[src/rtl/seg7_scan_driver.sv]
// Multiplexed hex 7-segment driver: shadow-latches DIGITS nibbles and decimal points, then
// scans them onto a shared segment bus with one-hot anodes, dead time and leading-zero blanking.
module seg7_scan_driver #(
    parameter int unsigned DIGITS     = 4,
    parameter int unsigned SCAN_DIV   = 16,
    parameter bit          ACTIVE_LOW = 1'b1
) (
    input  logic                  clk,
    input  logic                  rst_n,
    input  logic [4*DIGITS-1:0]   data,
    input  logic [DIGITS-1:0]     dp,
    input  logic                  le,
    input  logic [DIGITS-1:0]     en,
    input  logic                  blank_lz,
    output logic [6:0]            seg,
    output logic                  seg_p,
    output logic [DIGITS-1:0]     an,
    output logic [2:0]            digit_idx
);

    localparam int unsigned    CW       = (SCAN_DIV > 1) ? $clog2(SCAN_DIV) : 1;
    localparam logic [CW-1:0]  CNT_LAST = CW'(SCAN_DIV - 1);
    localparam logic [2:0]     IDX_LAST = 3'(DIGITS - 1);

    logic [CW-1:0]       cnt;
    logic [2:0]          idx;
    logic [4*DIGITS-1:0] sh_data;
    logic [DIGITS-1:0]   sh_dp;

    logic [3:0]          nib;
    logic                dp_bit;
    logic                upper_nz;
    logic [6:0]          seg_hi;
    logic [DIGITS-1:0]   an_hi;

    function automatic logic [6:0] hex_decode(input logic [3:0] v);
        case (v)
            4'h0: return 7'h3F;
            4'h1: return 7'h06;
            4'h2: return 7'h5B;
            4'h3: return 7'h4F;
            4'h4: return 7'h66;
            4'h5: return 7'h6D;
            4'h6: return 7'h7D;
            4'h7: return 7'h07;
            4'h8: return 7'h7F;
            4'h9: return 7'h6F;
            4'hA: return 7'h77;
            4'hB: return 7'h7C;
            4'hC: return 7'h39;
            4'hD: return 7'h5E;
            4'hE: return 7'h79;
            default: return 7'h71;
        endcase
    endfunction

    // Digit selection is done by comparison rather than variable indexing so DIGITS=1 stays clean.
    always_comb begin
        nib      = '0;
        dp_bit   = 1'b0;
        upper_nz = 1'b0;
        an_hi    = '0;
        for (int unsigned i = 0; i < DIGITS; i++) begin
            if (3'(i) == idx) begin
                nib      = sh_data[4*i +: 4];
                dp_bit   = sh_dp[i];
                an_hi[i] = en[i] && (cnt != '0);
            end
            if (3'(i) >= idx && sh_data[4*i +: 4] != 4'h0) begin
                upper_nz = 1'b1;
            end
        end
        seg_hi = (blank_lz && idx != 3'd0 && !upper_nz) ? 7'h00 : hex_decode(nib);
    end

    always_ff @(posedge clk or negedge rst_n) begin
        if (!rst_n) begin
            cnt       <= '0;
            idx       <= '0;
            sh_data   <= '0;
            sh_dp     <= '0;
            seg       <= {7{ACTIVE_LOW}};
            seg_p     <= ACTIVE_LOW;
            an        <= {DIGITS{ACTIVE_LOW}};
            digit_idx <= '0;
        end else begin
            if (!le) begin
                sh_data <= data;
                sh_dp   <= dp;
            end
            if (cnt == CNT_LAST) begin
                cnt <= '0;
                idx <= (idx == IDX_LAST) ? 3'd0 : idx + 3'd1;
            end else begin
                cnt <= cnt + 1'b1;
            end
            seg       <= seg_hi ^ {7{ACTIVE_LOW}};
            seg_p     <= dp_bit ^ ACTIVE_LOW;
            an        <= an_hi ^ {DIGITS{ACTIVE_LOW}};
            digit_idx <= idx;
        end
    end

endmodule
[config.mk]
export PLATFORM = sky130hd
export DESIGN_NAME = seg7_scan_driver
export DESIGN_NICKNAME = d
export VERILOG_FILES = /design/src/rtl/seg7_scan_driver.sv
export SDC_FILE = /design/constraint.sdc
export NUM_CORES = 1
export LEC_CHECK = 0
export BUFFER_PORTS_ARGS = -buffer_cell sky130_fd_sc_hd__buf_4
export CAP_MARGIN = 20
export CORE_UTILIZATION = 45
export CTS_CLUSTER_SIZE = 8
export DETAILED_ROUTE_END_ITERATION = 8
export GPL_TIMING_DRIVEN = 0
export PLACE_DENSITY = 0.79
export REMOVE_ABC_BUFFERS = 1
export SYNTH_ARGS = -nofsm -noshare
export SYNTH_HDL_FRONTEND = slang
export SYNTH_SLANG_ARGS = --single-unit
export TNS_END_PERCENT = 20
[constraint.sdc]
create_clock -name clk -period 7 [get_ports clk]
set_input_delay 0.7 -clock clk [delete_from_list [all_inputs] [get_ports clk]]
set_output_delay 0.7 -clock clk [all_outputs]
set_load 0.01 [all_outputs]
# After elaboration in Yosys (flattened, before gate mapping)
# Memory sizes are Yosys's and may differ from the RTL's.
# Cells that the tools add are included.
dict set report word_totals {
  reg_bits 42
  latch_bits 0
  ramBits 0
  rom_bits 112
  input_bits 28
  out_inout_bits 15
  wordCells 60
  mem_count 1
}
# name words width read_ports rd_clocked_by_memory_dff wr line
set mem_list {}
lappend mem_list {{(name not given)} 16 7 1 0 0 37} ;# case (v)
dict set report op_classes {
  addsub 2
  mul 0
  n_div 0
  n_lt_le_gt_ge 4
  eq_ne 5
  n_shift 0
  n_mux 19
  n_bitwise 3
  n_reduce_logical 18
}
# op count
set op_table {}
lappend op_table {{$mux 4} 5}
lappend op_table {{$reduce_bool 4->1} 5}
lappend op_table {{$mux 1} 12}
lappend op_table {{$logic_and 1x1->1} 10}
lappend op_table {{$mux 7} 1}
lappend op_table {{$not 7->7} 1}
lappend op_table {{$eq 2x3->1 const A} 2}
lappend op_table {{$ge 1x3->1 const A} 2}
lappend op_table {{$ge 2x3->1 const A} 2}
lappend op_table {{$add 4x1->4 const B} 1}
lappend op_table {{$eq 4x4->1 const B} 1}
lappend op_table {{$not 4->4} 1}
lappend op_table {{$add 3x1->3 const B} 1}
lappend op_table {{$eq 1x3->1 const A} 1}
lappend op_table {{$eq 3x2->1 const B} 1}
lappend op_table {{$logic_not 3->1} 1}
lappend op_table {{$mux 3} 1}
lappend op_table {{$reduce_bool 3->1} 1}
lappend op_table {{$logic_not 1->1} 1}
lappend op_table {{$not 1->1} 1}

# Logic depth before layout (Yosys ltp)
dict set report logic_depth {
  word_depth 10
  depth_mapped 12
  depth_no_buf 11
}

# Worst setup path after synthesis
# OpenSTA, ideal clock, no wires.
dict set report synth_path {
  path_type {reg-to-reg}
  start {register idx[0]}
  end {register seg[3]}
  setup_time_ns 0.095
  t_arrival_ns 2.313
  required_ns 6.905
  path_slack_ns 4.592
  stages_incl_launch_ff 12
  n_path_buf 1
  period_less_slack_ns 2.408
  cell_sequence {dfrtp_1 buf_2 inv_1 ha_1 inv_1 o311ai_1 inv_1 ha_1 inv_1 o21ai_1 a21oi_1 o21ai_1}
}
dict set report synth_via {
  elab_chain_len 10
  word_cells_on_any_way 27
  classes_between {4 x order compare; 3 x eq/ne; 9 x mux; 1 x bitwise; 9 x reduce/logical; 1 x memory}
}
# item line
set synth_lines {}
lappend synth_lines {{from (decl)} 26} ;# logic [2:0] idx;
lappend synth_lines {{from (signal assigned)} 93} ;# idx <= (idx == IDX_LAST) ? 3'd0 : idx + 3'd1;
lappend synth_lines {{branches (longest 8 deep; another with $mem_v2 16x7)} n/a}
lappend synth_lines {{$mux 7 *} 73} ;# seg_hi = (blank_lz && idx != 3'd0 && !upper_nz) ? 7'h00 : hex_decode(nib);
lappend synth_lines {{$not 7->7 (no source line) *} n/a}
lappend synth_lines {{to (signal assigned)} 82} ;# seg <= {7{ACTIVE_LOW}};
lappend synth_lines {{to (signal assigned)} 97} ;# seg <= seg_hi ^ {7{ACTIVE_LOW}};
lappend synth_lines {{to (decl)} 15} ;# output logic [6:0] seg,
# Mark *: on every way between the ends.
# A chain may end at the register's enable or synchronous reset.

# Worst setup path in the final report
dict set report layout_path {
  start {register idx[0]}
  end {register seg[4]}
}
# Same word-level chain as after synthesis.

==> flow_summary.yaml <==
layout:
  drive_gt1_frac: 0.403
  fin_util: 0.574
  diodes: 0
  layout_commonest_cell: "buf_4"
  fin_nets: 259
  syn2layout_area_growth_pct: 20.8
  layout_common_cells: "buf_4, dfrtp_1, mux2_2, inv_1, dfstp_2"
  final_cell_area_sq_um: 2530
floorplan:
  coreArea_sq_um: 4410
  rows: 24
  dieHeight_um: 70.3
  start_util: 0.475
  ios: 43
  dieArea_sq_um: 4940
  die_w_um: 70.3
global_routing:
  grt_usage: 0.178
  grt_max_degree: 43
  overflow: 0
  grt_use_met3: 0.0404
  grt_first_pass_wirelength_um: 6710
  grt_pass1_vias: 1428
  grt_use_met1: 0.241
  use_met2: 0.261
  top_usage_layer: "met2"
  antenna_found_initial: 0
routing:
  wl_per_cell_um: 14.5
  detail-route-antenna-nets: 0
  vias: 1497
  vias_per_cell: 5.48
  drt_iter0_drc: 150
  drt-pass1-iter-count: 4
  routed_wl_um: 3950
  drc_errors: 0
setup_path:
  path_depth: 8
  arrival_ns: 3.08
  critPathCaptureType: "flop"
  r2r_slack_ns: 4.10
  path_delay_family: "compound AO/OA/AOI/OAI gates"
  worstReg2RegStart: "idx[0]"
  cp-endpoint: "seg[4]"
  r2r-end: "seg[4]"
  crit_start: "idx[0]"
  cp.required_ns: 7.17
  crit_path_start_kind: "flop"
  rr_worst_depth: 8
  path_cells: "inv_1, ha_1, inv_1, o311ai_1, inv_1, ha_1, mux2i_1, o221ai_1"
  slowest_stage: "o311ai_1"
  slowest_delay_ns: 0.80
  path_class: "reg -> reg"
  cp_max_fo: 14
  crit_path_frequent_cell: "inv_1"
  crit_buf_inv: 3
timing:
  worst_pin_slew_ns: 0.877
  hold_ws_ns: 0.374
  slew_viol_final: 0
  finalHoldViolations: 0
  finalCritPeriodShare: 0.415
  fin_skew_ns: 0.00486
  maxSlewHeadroom: 0.406
  grt_setup_unrepaired: "false"
  fin_crit_ns: 2.90
  finalSetupViolCount: 0
  fmaxAchievable_mhz: 344
  fin_tns_setup_ns: 0
place:
  dpl_cell_area_sq_um: 2430
  gp_congestion: 0.781
  portBuffers: 42
  hpwl_um: 2830
clock_tree:
  clkTransAtPathRegs_ns: 0.07
  cts_hold_buf: 0
  clock_latency_ns: 0.29
  cts_max_level: 2
  cts_buffers: 5
  cts-root-buf: "clkbuf_8"
  post_cts_buffers: 0
  cts.sinks: 42
  cts_buffer_depth: 2
  cts_tree: "built"
  cts_resized: 0
flow_run:
  cap_violations: 0
synth:
  synth_top_area_share: 0.358
  ys_top_cells_by_area: "dfrtp_1, dfstp_2, mux2_2, ha_1, a21oi_1"
  synth.distinct_cells: 43
  ys_warn_count: 0
  syn-cell-area_sq_um: 2100
  yosys.area.top_type: "dfrtp_1"
  synth_edf_count: 0
  synthFlopType: "dfrtp_1"
  async_flop_share: 1.00
  synth.avg_cell_area_sq_um: 11.8
  synth_cells: 178
  ys_ff_latch: 42
  ys_seq_area_frac: 0.508
power:
  p_leak_nw: 1.15
  power_density_nw_per_um2: 215
  peakVddDrop_mv: 0.154
outcome:
  status: "complete, no violations"
worst_hold_path:
  min_path_type: "in -> async"
## metal layers
metal  wire length [um]  part of all wire  vias up
met5                  0                 0        -
met4                119             0.030        0
met3                184             0.047       11
met2               1820              0.46       46
met1               1830              0.46      717
li1                   -                 -      723
## flip-flops by register name, summed over array words and instances, names as in the netlist
register / cells
cnt: 4
idx: 3
seg_p: 1
sh_dp: 4
sh_data: 16
an: 4
digit_idx: 3
seg: 7
## cell families after synthesis
logic type | share of synthesized area
flops | 0.508
compound gates | 0.135
fa+ha+maj | 0.0656
mux | 0.127
simple gates | 0.110
xor+xnor | 0.00835
buf+inv | 0.0453
## final cells by class
| cell class | count | area (sq um) |
|---|---|---|
| Sequential cell | 42 | 1070 |
| Multi-Input combinational cell | 117 | 936 |
| Timing Repair Buffer | 42 | 315 |
| Inverter | 12 | 45.0 |
| Tap cell | 52 | 65.1 |
| Clock inverter | 1 | 30.0 |
| Clock buffer | 7 | 76.3 |
| Fill cell | 377 | 1880 |
## worst min path at each step
stage	start	end	cells past startpoint
floorplan	rst_n	cnt[0]	0
finish	rst_n	sh_data[4]	1
detailed placement	cnt[0]	cnt[0]	1
CTS	rst_n	sh_data[4]	1
global route	rst_n	cnt[1]	1
global placement	cnt[0]	cnt[0]	1
## cell usage after synthesis (2+ instances only)
cell,number
clkbuf_1,3
mux2_2,21
buf_6,3
o221ai_1,2
nand2_1,7
nand4b_1,2
o211ai_1,2
a21o_1,3
nand3_1,10
o21ai_1,2
dfstp_2,12
nor2_1,4
inv_1,12
nand2_2,2
a31oi_1,2
nor4_1,3
ha_1,11
dfrtp_1,30
nand2b_1,3
o21ai_0,9
mux2i_1,3
nor3_1,2
a21oi_1,10
## where the power goes
group,internal [mW],total [mW],switching (mW)
registers,0.268,0.280,0.0114
clock network,0.107,0.182,0.0758
logic,0.0440,0.0827,0.0387
total,0.419,0.545,0.126
## per-stage QoR
stage / power [mW] / std cells / setup WS, ns
after floorplan: 0.326 / 171 / 4.64
after global placement: 0.365 / 265 / 4.17
after detailed placement: 0.367 / 265 / 4.10
after CTS: 0.550 / 273 / 4.09
after global routing: 0.570 / 273 / 3.83
final: 0.545 / 273 / 4.10
Note: power is estimated with default switching activity, not from simulation.
